===== config.mk =====
export PLATFORM = sky130hd
export DESIGN_NAME = imem_loader
export DESIGN_NICKNAME = d
export VERILOG_FILES = /design/src/rtl/imem_loader_pkg.sv /design/src/rtl/loader_word_packer.sv /design/src/rtl/imem_loader.sv
export SDC_FILE = /design/constraint.sdc
export NUM_CORES = 1
export LEC_CHECK = 0
export CAP_MARGIN = 25
export CELL_PAD_IN_SITES_DETAIL_PLACEMENT = 1
export CELL_PAD_IN_SITES_GLOBAL_PLACEMENT = 2
export CORE_ASPECT_RATIO = 1.75
export CORE_MARGIN = 5
export CORE_UTILIZATION = 38
export DETAILED_ROUTE_END_ITERATION = 10
export GPL_ROUTABILITY_DRIVEN = 0
export PLACE_DENSITY_LB_ADDON = 0.1
export SYNTH_ARGS = -nofsm -noshare
export SYNTH_HDL_FRONTEND = slang
export SYNTH_SLANG_ARGS = --single-unit

===== constraint.sdc =====
create_clock -name clk -period 7.7 [get_ports clk]
set_input_delay 1.54 -clock clk [delete_from_list [all_inputs] [get_ports clk]]
set_output_delay 1.54 -clock clk [all_outputs]
set_load 0.01 [all_outputs]

===== src/rtl/imem_loader_pkg.sv =====
// Shared definitions for the instruction-memory boot loader.
package imem_loader_pkg;

  typedef enum logic [2:0] {
    ST_IDLE,
    ST_LEN0,
    ST_LEN1,
    ST_DATA,
    ST_WRITE,
    ST_CHK,
    ST_DONE,
    ST_ERR
  } state_t;

  localparam int LEN_BYTES      = 2;
  localparam int BYTES_PER_WORD = 4;

endpackage


===== src/rtl/loader_word_packer.sv =====
// Assembles little-endian bytes into a 32-bit word; byte 0 ends up in bits [7:0].
module loader_word_packer
  import imem_loader_pkg::*;
(
  input  logic        clk,
  input  logic        rst_n,
  input  logic        clear,
  input  logic        byte_vld,
  input  logic [7:0]  byte_in,
  output logic        word_full,
  output logic [31:0] word_nxt
);

  logic [1:0]  byte_idx_q, byte_idx_d;
  logic [31:0] word_q, word_d;

  always_comb begin
    byte_idx_d = byte_idx_q;
    word_d     = word_q;
    // New bytes enter at the top lane and shift down, so after four bytes
    // the first one sits in the lowest lane.
    word_nxt   = {byte_in, word_q[31:8]};
    word_full  = byte_vld && (byte_idx_q == 2'(BYTES_PER_WORD - 1));
    if (clear) begin
      byte_idx_d = 2'd0;
    end else if (byte_vld) begin
      word_d     = word_nxt;
      byte_idx_d = byte_idx_q + 2'd1;
    end
  end

  always_ff @(posedge clk or negedge rst_n) begin
    if (!rst_n) begin
      byte_idx_q <= 2'd0;
    end else begin
      byte_idx_q <= byte_idx_d;
    end
  end

  always_ff @(posedge clk) begin
    word_q <= word_d;
  end

endmodule


===== src/rtl/imem_loader.sv =====
// Boot loader: length header, little-endian program words, XOR checksum byte.
module imem_loader
  import imem_loader_pkg::*;
#(
  parameter int ADDR_W = 10
) (
  input  logic        clk,
  input  logic        rst,
  input  logic        start,
  input  logic [7:0]  rx_data,
  input  logic        rx_valid,
  output logic        rx_ready,
  output logic        mem_we,
  output logic [31:0] mem_addr,
  output logic [31:0] mem_wdata,
  output logic        core_hold,
  output logic        busy,
  output logic        done,
  output logic        err
);

  localparam logic [16:0] CAPACITY = 17'd1 << ADDR_W;

  state_t      state_q, state_d;
  logic [15:0] count_q, count_d;
  logic [16:0] word_idx_q, word_idx_d;
  logic [7:0]  csum_q, csum_d;
  logic [31:0] mem_addr_q, mem_addr_d;
  logic [31:0] mem_wdata_q, mem_wdata_d;

  logic        accept;
  logic        pk_clear;
  logic        pk_full;
  logic [31:0] pk_word_nxt;

  assign rx_ready  = (state_q == ST_LEN0) || (state_q == ST_LEN1) ||
                     (state_q == ST_DATA) || (state_q == ST_CHK);
  assign accept    = rx_valid && rx_ready;
  assign mem_we    = (state_q == ST_WRITE);
  assign busy      = rx_ready || (state_q == ST_WRITE);
  assign done      = (state_q == ST_DONE);
  assign err       = (state_q == ST_ERR);
  assign core_hold = (state_q != ST_DONE);
  assign mem_addr  = mem_addr_q;
  assign mem_wdata = mem_wdata_q;

  loader_word_packer u_packer (
    .clk      (clk),
    .rst_n    (rst),
    .clear    (pk_clear),
    .byte_vld (accept && (state_q == ST_DATA)),
    .byte_in  (rx_data),
    .word_full(pk_full),
    .word_nxt (pk_word_nxt)
  );

  always_comb begin
    state_d     = state_q;
    count_d     = count_q;
    word_idx_d  = word_idx_q;
    csum_d      = csum_q;
    mem_addr_d  = mem_addr_q;
    mem_wdata_d = mem_wdata_q;
    pk_clear    = 1'b0;
    case (state_q)
      ST_IDLE, ST_DONE, ST_ERR: begin
        if (start) state_d = ST_LEN0;
      end
      ST_LEN0: begin
        if (accept) begin
          count_d = {8'h00, rx_data};
          state_d = ST_LEN1;
        end
      end
      ST_LEN1: begin
        if (accept) begin
          count_d    = {rx_data, count_q[7:0]};
          word_idx_d = 17'd0;
          csum_d     = 8'h00;
          pk_clear   = 1'b1;
          if (count_d == 16'd0)                 state_d = ST_CHK;
          else if ({1'b0, count_d} > CAPACITY)  state_d = ST_ERR;
          else                                  state_d = ST_DATA;
        end
      end
      ST_DATA: begin
        if (accept) begin
          csum_d = csum_q ^ rx_data;
          if (pk_full) begin
            // Latch the write beat now so address and data stay stable after it.
            mem_addr_d  = {{(30-ADDR_W){1'b0}}, word_idx_q[ADDR_W-1:0], 2'b00};
            mem_wdata_d = pk_word_nxt;
            state_d     = ST_WRITE;
          end
        end
      end
      ST_WRITE: begin
        word_idx_d = word_idx_q + 17'd1;
        pk_clear   = 1'b1;
        state_d    = (word_idx_d == {1'b0, count_q}) ? ST_CHK : ST_DATA;
      end
      ST_CHK: begin
        if (accept) state_d = (rx_data == csum_q) ? ST_DONE : ST_ERR;
      end
      default: state_d = ST_IDLE;
    endcase
  end

  always_ff @(posedge clk or negedge rst) begin
    if (!rst) begin
      state_q     <= ST_IDLE;
      count_q     <= 16'd0;
      word_idx_q  <= 17'd0;
      csum_q      <= 8'h00;
      mem_addr_q  <= 32'd0;
      mem_wdata_q <= 32'd0;
    end else begin
      state_q     <= state_d;
      count_q     <= count_d;
      word_idx_q  <= word_idx_d;
      csum_q      <= csum_d;
      mem_addr_q  <= mem_addr_d;
      mem_wdata_q <= mem_wdata_d;
    end
  end

endmodule

* After elaboration in Yosys (flattened, before gate mapping) *
Index checks and enable logic that the tools add are counted.

operators by class
  add/subtract/negate cells = 2
  order comparisons = 1
  equality and inequality tests = 17
  multiplexer cells = 23
  bitwise gates (word level) = 3
  reduce and logical (&&, ||, !) cells = 21

operator list
  cell                                                                               count
  17-bit case mux with 2 select lines                                                1
  16-bit 2-to-1 mux                                                                  2
  16-bit case mux with 2 select lines                                                1
  3-bit 2-to-1 mux                                                                   9
  3-bit case mux with 6 select lines                                                 1
  17-bit by 1-bit adder with 17-bit output, second input constant                    1
  17-bit by 16-bit == test with 1-bit output                                         1
  17-bit 2-to-1 mux                                                                  1
  16-bit by 11-bit greater-than comparator with 1-bit output, second input constant  1
  16-bit zero test                                                                   1
  8-bit 2-to-1 mux                                                                   2
  8-bit case mux with 2 select lines                                                 1
  3-bit == test, second input constant                                               4
  2-bit != test, second input constant                                               6
  3-bit AND reduction                                                                4
  8-bit == test                                                                      1
  2-bit nonzero test                                                                 4
  8-bit bitwise XOR                                                                  1
  3-bit by 2-bit == test with 1-bit output, second input constant                    2
  6-bit AND reduction                                                                1
  1-bit logical OR                                                                   4
  2-bit 2-to-1 mux                                                                   2
  2-bit AND reduction                                                                2
  3-bit by 1-bit == test with 1-bit output, second input constant                    1
  9 further kinds                                                                    13

storage, ports and cells
  flip-flop bits (word level) = 120
  bits of input ports = 12
  output and inout port bits = 70

* Logic depth before layout (Yosys ltp) *
Gate-level depths: netlist (run 1).

  depth in word-level cells = 10
  gate-level depth with buffers = 8
  depth with buffers taken out = 8

* Modules after synthesis *
Synthesis (run 1) repeated with hierarchy kept, for this count alone.

second synthesis, totals
  cells, all modules = 500
  area total of the unflattened synthesis = 5,432.7 um2

by module, submodules not included
  module              times used  cells an instance  area an instance (um2)
  imem_loader         1           459                4,550.6
  loader_word_packer  1           41                 882.1

* Least setup slack after synthesis (run 1) *
No wires, ideal clock.

  kind = input-to-reg
  start point = input port rx_valid
  end point = register mem_addr_q[10] (netlist: mem_addr[10])
  setup time = 0.125 ns
  data arrival time = 3.982 ns
  required time = 7.575 ns
  slack = 3.593 ns
  stages on the path = 7
  buffers on the path = 2
  path through = inv_1 -> or2_2 -> clkbuf_1 -> nor2_1 -> nand2_1 -> buf_1 -> mux2_2

on the way
  longest elaborated chain between the ends = 4

ends and longest elaborated chain
  what                             RTL line                  text
  start, declared                  imem_loader.sv:11         input logic rx_valid,
  1-bit logical AND *              imem_loader.sv:38         assign accept = rx_valid && rx_ready;
  1-bit logical AND                imem_loader.sv:51         .byte_vld (accept && (state_q == ST_DATA)),
  1-bit logical AND                loader_word_packer.sv:23  word_full = byte_vld && (byte_idx_q == 2'(BYTES_PER_WORD - 1));
  3-bit AND reduction (no line) *  -
  end signal, assigned             imem_loader.sv:122        mem_addr_q <= mem_addr_d;
  end, declared                    imem_loader.sv:28         logic [31:0] mem_addr_q, mem_addr_d;

Every way passes the cells marked *; elsewhere a longest branch is shown, timed or not.
A chain may end at the register's enable or synchronous reset.

* Worst setup path in the final report (run 1) *
  start point = register state_q[0]
  end point = output port mem_we

on the way
  longest elaborated chain between the ends = 1

ends and longest elaborated chain
  what                    RTL line            text
  start, declared         imem_loader.sv:24   state_t state_q, state_d;
  start signal, assigned  imem_loader.sv:118  state_q <= state_d;
  3-bit == test           imem_loader.sv:39   assign mem_we = (state_q == ST_WRITE);
  end, declared           imem_loader.sv:13   output logic mem_we,

No other way between the ends.

==> flow_summary.yaml, run 1 <==
run_status:
  status: "finished clean"
setup_path:
  cp_num_buf_inv: 2
  cp-end-kind: "primary output"
  worstPathCellList: "nor2_1 > nand2_1 > inv_1 > clkdlybuf4s50_1"
  path_max_fanout: 12
  crit_family: "buffers and inverters"
  worst_ep_arrival_time_ps: 2330
  critPathLaunchType: "flip-flop"
  slowest_delay_ps: 640
  worstSetupPathType: "flip-flop to primary output"
  cp_slowest_cell: "clkdlybuf4s50_1"
  crit_required_ps: 6160
timing:
  fmax_ghz: 0.259
  min_period_over_period_pct: 50.2
  tightest_slew_ps: 811
  period_minus_slack_ps: 3870
  grt_setup_unrepaired: "false"
  fin_tns_setup_ps: 0
  finalSetupViolations: 0
  hold_viol_final: 0
  relSlewSlack_pct: 46.0
  fin_skew_ps: 9.13
  slew_viol_final: 0
cells_and_area:
  finalNonFillerCells: 678
  final_cell_area_mm2: 0.00620
  drive_above_1_share_pct: 16.5
  nets: 513
  diodes: 0
  utilization_pct: 46.3
  syn_to_final_growth_pct: 19.8
synthesis:
  synth.avg_cell_area_um2: 11.6
  async_flop_share_pct: 78.6
  synth_largest_area_cell: "dfrtp_1"
  synth_area_leaders: "dfrtp_1 43%, edfxtp_1 14%, mux2_2 11%"
  synth_top_area_share_pct: 42.6
  synth.distinct_cells: 49
  synth_ff_type: "dfrtp_1"
  yosysSeqAreaShare_pct: 56.5
  synth_edf_count: 24
  synth.most_common_cell: "dfrtp_1"
  synth-seq-cells: 112
  yosys_warnings: 0
  syn_inst: 444
  synth.cell_area_mm2: 0.00517
  synthTopCellsByCount: "88 x dfrtp_1, 51 x mux2_2, 32 x nand2_1, 30 x o21ai_0, 24 x edfxtp_1"
clock_tree:
  path_clk_slew_ps: 90
  numCtsBuffers: 9
  cts_tree: "built"
  postCtsSetupBuffers: 0
  cts.sinks: 112
  cts_max_path_buffers: 2
  cts_hold_buf: 0
  cts_resized: 0
  h-tree-depth: 3
  clockRootBuffer: "clkbuf_16"
  worstSkewPairLatency_ps: 360
power_and_ir_drop:
  pwr_density_cell_mw_per_mm2: 348
  peakVddDrop_mv: 0.145
  leakage_nw: 2.63
global_route:
  grt_pass1_vias: 3753
  grt_pass1_wl_mm: 20.3
  grt_use_total_pct: 16.0
  antenna_found_initial: 0
  overflow: 0
  grt_max_degree: 62
place:
  dpl.cell_count: 660
  numPortBuffers: 59
  placed_cell_area_mm2: 0.00585
  place_hpwl_mm: 8.88
die:
  ios: 82
  die_w_um: 98.2
  dieArea_mm2: 0.0161
  core_area_mm2: 0.0134
  die_h_um: 164
  rows: 56
  initial_core_util_pct: 38.6
drt:
  drt_wl_total_mm: 12.5
  drc: 0
  dr.pass1.iters: 4
  ant_nets: 0
  avgRoutedWirePerCell_um: 18.4
  vias: 3543
  drt_iter0_markers: 88
  viasPerCell: 5.23
run:
  maxCapViolCount: 0
min_path:
  hold_class: "flip-flop to flip-flop"
[flip-flops by register name (all words and copies together), names as in the netlist]
| signal | cells |
|---|---|
| count_q | 16 |
| csum_q | 8 |
| mem_addr | 10 |
| mem_wdata | 32 |
| state_q | 3 |
| u_packer.byte_idx_q | 2 |
| u_packer.word_q | 24 |
| word_idx_q | 17 |
[cells in the final DEF (no fill, tap or decap), drive strengths merged, types with 2 or more instances in the layout]
| cell | synthesis | layout |
|---|---|---|
| dfrtp | 88 | 88 |
| clkdlybuf4s50 | 0 | 58 |
| mux2 | 51 | 51 |
| nand2 | 32 | 32 |
| o21ai | 30 | 30 |
| edfxtp | 24 | 24 |
| conb | 1 | 22 |
| nor2 | 19 | 19 |
| a21oi | 16 | 16 |
| xnor2 | 16 | 16 |
| nand3 | 15 | 15 |
| nor2b | 14 | 14 |
| nor3 | 13 | 13 |
| o31ai | 11 | 11 |
| a22o | 9 | 9 |
| clkbuf | 13 | 9 |
| buf | 30 | 8 |
| inv | 4 | 7 |
| nand2b | 6 | 6 |
| xor2 | 6 | 6 |
| nand4 | 5 | 5 |
| mux2i | 4 | 4 |
| clkinv | 0 | 4 |
| or3 | 3 | 3 |
| and3 | 3 | 3 |
| nor4 | 3 | 3 |
| or4 | 3 | 3 |
| or2 | 2 | 2 |
| and2 | 2 | 2 |
| o22ai | 2 | 2 |
| a21o | 2 | 2 |
| o41ai | 2 | 2 |
| ha | 2 | 2 |
[metal layers]
layer / vias up / track usage (%) / share of wire [%]
met5: - / 0 / 0
met4: 0 / 5.84 / 1.6
met3: 16 / 2.12 / 3.1
met2: 55 / 29.5 / 54
met1: 1803 / 18.9 / 42
li1: 1669 / - / -
[metrics by stage]
step | power [mW] | worst slack (ps) | hold slack (ps)
floorplan | 1.36 | 3590 | 422
global placement | 1.67 | 3410 | 426
detailed placement | 1.70 | 3330 | 434
CTS | 2.19 | 3710 | 453
global route | 2.29 | 3740 | 469
finish | 2.15 | 3830 | 443
[area by class of cell]
class / instances / area [µm²]
Clock buffer: 9 / 225
Clock inverter: 7 / 93.8
Fill cell: 1441 / 7190
Inverter: 4 / 15.0
Multi-Input combinational cell: 306 / 2070
Sequential cell: 112 / 2920
Tap cell: 174 / 218
Timing Repair Buffer: 66 / 653
[worst reg2reg max path, cell delays in order (launching register included)]
cell       delay (ps)
dfrtp_1           460
ha_1              340
xor2_1            200
xnor2_1           140
nand3_1            90
a2111oi_0         480
nand4_1           200
nor4_1            670
a21bo_2           240
[worst paths after layout]
| check | from | end | slack, ps | depth (start not counted) |
|---|---|---|---|---|
| max reg2reg | word_idx_q[0]$_DFFE_PN0P_ | state_q[2]$_DFFE_PN0P_ | 4840 | 8 |
| min in group asynchronous | rst | mem_wdata[10]$_DFFE_PN0P_ | 1080 | 1 |
| max in group asynchronous | rst | word_idx_q[2]$_DFFE_PN0P_ | 5470 | 2 |
| min | u_packer.word_q[30]$_DFFE_PP_ | u_packer.word_q[22]$_DFFE_PP_ | 440 | 0 |
| min reg2reg | u_packer.word_q[30]$_DFFE_PP_ | u_packer.word_q[22]$_DFFE_PP_ | 440 | 0 |
| max | state_q[0]$_DFFE_PN0P_ | mem_we | 3830 | 4 |
[report_power, final]
| part | switching [mW] | total, mW | internal [mW] |
|---|---|---|---|
| Combinational | 0.324 | 0.719 | 0.395 |
| Sequential | 0.156 | 0.952 | 0.796 |
| Clock | 0.246 | 0.482 | 0.237 |
| Total | 0.726 | 2.15 | 1.43 |
[cells by family (layout without fill, tap and decap cells)]
family                   after synthesis  in the layout  synth area share, %
AND/OR/NAND/NOR                      123            123                 12.1
flip-flops                           112            112                 56.5
AO/OA/AOI/OAI                         82             82                 10.1
multiplexers                          55             55                 11.9
buffers and inverters                 47             86                 5.13
XOR/XNOR                              22             22                 3.73
adder cells (fa/ha/maj)                2              2                0.484
other                                  1             22               0.0725
(Power assumes the default switching activity.)
==> run 2, diff against run 1 <==
--- a/config.mk
+++ b/config.mk
@@ -10,7 +10,7 @@
 export CELL_PAD_IN_SITES_GLOBAL_PLACEMENT = 2
 export CORE_ASPECT_RATIO = 1.75
 export CORE_MARGIN = 5
-export CORE_UTILIZATION = 38
+export CORE_UTILIZATION = 35
 export DETAILED_ROUTE_END_ITERATION = 10
 export GPL_ROUTABILITY_DRIVEN = 0
 export PLACE_DENSITY_LB_ADDON = 0.1
==> constraint.sdc (replaced) <==
create_clock -name clk -period 3.6 [get_ports clk]
set_input_delay 0.72 -clock clk [delete_from_list [all_inputs] [get_ports clk]]
set_output_delay 0.72 -clock clk [all_outputs]
set_load 0.01 [all_outputs]
==> flow_summary.yaml, run 2 (synthesized netlist as in run 1, its figures left out) <==
run_status:
  status: "finished clean"
global_route:
  grt_max_degree: 49
  grt_use_total_pct: 15.5
  grtUsageMet2_pct: 28.1
  grt_pass1_vias: 3840
  grt_pass1_wl_mm: 20.7
  globalRouteMet3Util_pct: 2.04
  overflow: 0
  antenna_found_initial: 0
  busiest_layer: "met2"
  met1_usage_pct: 18.7
clock_tree:
  worstSkewPairLatency_ps: 370
  clockRootBuffer: "clkbuf_16"
  postCtsSetupBuffers: 0
  cts_tree: "built"
  cts_max_path_buffers: 2
  h-tree-depth: 3
  numCtsBuffers: 9
  cts.sinks: 112
  cts_resized: 0
  path_clk_slew_ps: 90
  cts_hold_buf: 0
drt:
  drt_iter0_markers: 105
  dr.pass1.iters: 4
  vias: 3555
  ant_nets: 0
  avgRoutedWirePerCell_um: 18.4
  drc: 0
  drt_wl_total_mm: 12.7
  viasPerCell: 5.15
cells_and_area:
  nets: 519
  finalNonFillerCells: 690
  syn_to_final_growth_pct: 20.6
  diodes: 0
  final_cell_mix: "88 x dfrtp_1, 58 x clkdlybuf4s50_1, 51 x mux2_2"
  largest_reg_flops: 32
  final_common_cell: "dfrtp_1"
  drive_above_1_share_pct: 17.5
timing:
  finalSetupViolations: 0
  fin_skew_ps: 16.4
  slew_viol_final: 0
  tightest_slew_ps: 714
  grt_setup_unrepaired: "false"
  relSlewSlack_pct: 52.2
  period_minus_slack_ps: 2840
  hold_viol_final: 0
  fin_tns_setup_ps: 0
  fmax_ghz: 0.352
  min_period_over_period_pct: 78.9
setup_path:
  cp_num_buf_inv: 1
  cpMostUsedCell: "or4_1"
  path_max_fanout: 7
  critPathLaunchType: "input pin"
  cp_slowest_cell: "clkdlybuf4s50_1"
  crit_family: "simple AND/OR/NAND/NOR gates"
  worst_ep_arrival_time_ps: 3100
  slowest_delay_ps: 560
  crit_required_ps: 3860
  cp-end-kind: "flip-flop"
  worstSetupPathType: "input pin to flip-flop"
  worstPathCellList: "clkdlybuf4s50_1 > nor2b_1 > or4_1 > or4_1 > o32a_1 > mux2_2"
die:
  core_area_mm2: 0.0144
  initial_core_util_pct: 35.8
  ios: 82
  dieArea_mm2: 0.0174
  rows: 58
  die_h_um: 171
  die_w_um: 102
place:
  numPortBuffers: 59
  place_hpwl_mm: 9.25
  dpl.cell_count: 674
min_path:
  hold_class: "input pin to async pin"
power_and_ir_drop:
  leakage_nw: 2.65
  pwr_density_cell_mw_per_mm2: 744
  peakVddDrop_mv: 0.349
run:
  maxCapViolCount: 0
-- run 2: cell count changes in the layout (fill, tap and decap cells not counted) --
cell and change:
clkinv_8 -1, buf_12 -1, buf_4 +7, clkinv_4 -1, inv_6 +1, inv_12 +1
-- run 2: area by class of cell --
| class | instances | area (µm²) |
|---|---|---|
| flip-flops and latches | 112 | 2920 |
| clock buffers | 9 | 225 |
| fillers | 1564 | 8210 |
| repair buffers | 72 | 686 |
| multi-input cells | 306 | 2070 |
| well taps | 180 | 225 |
| clock inverters | 7 | 93.8 |
| inverters | 4 | 15.0 |
-- run 2: stage by stage --
stage / instance area (µm²) / utilization (%) / hold WS (ps) / total power [mW] / worst slack [ps]
detailed placement: 5920 / 41.0 / 433 / 3.66 / 359
global route: 6240 / 43.2 / 436 / 4.95 / 646
floorplan: 5250 / - / 422 / 2.90 / 313
finish: 6240 / 43.2 / 367 / 4.64 / 760
global placement: 5920 / 41.0 / 425 / 3.60 / 406
CTS: 6240 / 43.2 / 415 / 4.72 / 741
-- run 2: worst paths after layout --
check,depth (start not counted),to,from,slack (ps)
hold / removal,1,mem_wdata[7]$_DFFE_PN0P_,rst,370
hold reg to reg,0,u_packer.word_q[14]$_DFFE_PP_,u_packer.word_q[22]$_DFFE_PP_,450
max in group asynchronous,2,word_idx_q[12]$_DFFE_PN0P_,rst,2430
setup reg to reg,7,state_q[2]$_DFFE_PN0P_,word_idx_q[2]$_DFFE_PN0P_,910
setup / recovery,6,state_q[0]$_DFFE_PN0P_,rx_data[0],760
min in group clk,0,u_packer.word_q[14]$_DFFE_PP_,u_packer.word_q[22]$_DFFE_PP_,450
-- run 2: layer usage --
metal	share of wire (%)	wire length [µm]	vias up
met3	3.1	393	11
li1	-	-	1682
met4	1.3	166	0
met5	0	0	-
met2	54	6920	56
met1	41	5230	1806
-- run 2: where the power goes --
part	total, mW	switching, mW	internal, mW	leakage [nW]
clock	1.05	0.538	0.511	0.154
combinational	1.56	0.705	0.855	1.11
sequential	2.03	0.328	1.70	1.39
total	4.64	1.57	3.07	2.65
-- run 2: worst register-to-register path: cells and delay by family (launching register included) --
kind | cells | cell delay, ps
AOI/OAI and AO/OA | 2 | 820
xor gates and xnor gates | 1 | 170
DFF | 1 | 520
and+or+nand+nor | 4 | 1120
==> run 3, diff against run 2 <==
==> constraint.sdc (replaced) <==
create_clock -name clk -period 2.92 [get_ports clk]
set_input_delay 0.584 -clock clk [delete_from_list [all_inputs] [get_ports clk]]
set_output_delay 0.584 -clock clk [all_outputs]
set_load 0.01 [all_outputs]
==> flow_summary.yaml, run 3 (synthesized netlist as in run 1, its figures left out) <==
run_status:
  status: "finished clean"
cells_and_area:
  utilization_pct: 44.0
  fill_cells: 1579
  final_common_cell: "dfrtp_1"
  diodes: 0
  final_cell_mix: "88 x dfrtp_1, 58 x clkdlybuf4s50_1, 51 x mux2_2"
  largest_reg_flops: 32
  multiInputGateArea_mm2: 0.00207
  nets: 534
  syn_to_final_growth_pct: 22.9
  drive_above_1_share_pct: 19.8
  seq_area_mm2: 0.00292
global_route:
  antenna_found_initial: 0
  overflow: 0
  grt_use_total_pct: 15.3
  grt_pass1_wl_mm: 20.4
  grt_pass1_vias: 3672
  grt_max_degree: 47
timing:
  whs_ps: 232
  period_minus_slack_ps: 2640
  setup_ws_ps: 285
  hold_viol_final: 0
  finalSetupViolations: 0
  fmax_ghz: 0.379
  fin_skew_ps: 7.99
  fin_tns_setup_ps: 0
  tightest_slew_ps: 628
  min_period_over_period_pct: 90.2
  grt_setup_unrepaired: "false"
  relSlewSlack_pct: 58.2
  slew_viol_final: 0
drt:
  viasPerCell: 5.09
  drt_iter0_markers: 75
  vias: 3587
  dr.pass1.iters: 4
  drt_wl_total_mm: 12.7
  avgRoutedWirePerCell_um: 18.0
  drc: 0
  ant_nets: 0
run:
  maxCapViolCount: 0
die:
  dieArea_mm2: 0.0174
  rows: 58
  core_area_mm2: 0.0144
  initial_core_util_pct: 35.8
  die_h_um: 171
  ios: 82
  die_w_um: 102
setup_path:
  crit_required_ps: 3160
  cp-end-kind: "flip-flop"
  worst_ep_arrival_time_ps: 2870
  worstSetupPathType: "flip-flop to flip-flop"
  cp_num_buf_inv: 1
  critPathLaunchType: "flip-flop"
  crit_family: "simple AND/OR/NAND/NOR gates"
  path_max_fanout: 5
  ff2ff_setup_slack_ps: 280
  cp_slowest_cell: "dfrtp_1"
  worstPathCellList: "ha_1 > nand4_1 > nor2_1 > and3_1 > xnor2_1 > or3_1 > nor4_1 > buf_4 > o21ai_0"
  slowest_delay_ps: 430
power_and_ir_drop:
  pwr_density_cell_mw_per_mm2: 903
  peakVddDrop_mv: 0.356
  leakage_nw: 2.73
clock_tree:
  cts_tree: "built"
  cts_resized: 0
  postCtsSetupBuffers: 0
  cts_max_path_buffers: 2
  numCtsBuffers: 9
  path_clk_slew_ps: 80
  worstSkewPairLatency_ps: 360
  cts_hold_buf: 0
  cts.sinks: 112
  h-tree-depth: 3
  clockRootBuffer: "clkbuf_16"
place:
  place_hpwl_mm: 9.37
  numPortBuffers: 59
  dp_slack_ps: -2.67
min_path:
  hold_class: "input pin to async pin"
==> run 3: cell count changes in the layout (fill, tap and decap cells not counted) <==
cell,previous run,this run
buf_12,0,1
buf_4,14,28
clkinv_4,0,1
clkinv_8,2,3
inv_12,2,0
inv_6,2,1
inv_8,1,2
==> run 3: where the power goes <==
part           total, mW  internal (mW)  switching (mW)
logic               2.00           1.10           0.899
clock network       1.26          0.618           0.642
registers           2.48           2.10           0.378
==> run 3: metal layers <==
metal,up-vias,track usage (%),wire (µm)
li1,1704,-,-
met1,1804,18.4,5130
met2,66,27.8,6960
met3,13,2.24,426
met4,0,4.85,189
met5,-,0,0
==> run 3: final timing paths <==
kind / start / end / depth (start not counted)
max: word_idx_q[1]$_DFFE_PN0P_ / state_q[1]$_DFFE_PN0P_ / 9
min: rst / mem_wdata[10]$_DFFE_PN0P_ / 1
max reg2reg: word_idx_q[1]$_DFFE_PN0P_ / state_q[1]$_DFFE_PN0P_ / 9
min reg2reg: u_packer.word_q[30]$_DFFE_PP_ / u_packer.word_q[22]$_DFFE_PP_ / 0
max in group asynchronous: rst / mem_wdata[24]$_DFFE_PN0P_ / 2
min in group clk: u_packer.word_q[30]$_DFFE_PP_ / u_packer.word_q[22]$_DFFE_PP_ / 0
==> run 3: layout make-up <==
type                            instances  area share [%]
Sequential cell                       112            46.0
Clock buffer                            9            3.54
Tap cell                              180            3.54
Timing Repair Buffer                   87            12.8
Clock inverter                          7            1.40
Inverter                                4           0.236
Multi-Input combinational cell        306            32.5
==> run 3: per-stage QoR <==
step | cells | cell area [µm²] | power, mW
after floorplan | 465 | 5250 | 3.57
after global placement | 689 | 6040 | 4.49
after detailed placement | 689 | 6040 | 4.56
after CTS | 705 | 6360 | 5.85
after global routing | 705 | 6360 | 6.12
final | 705 | 6360 | 5.74
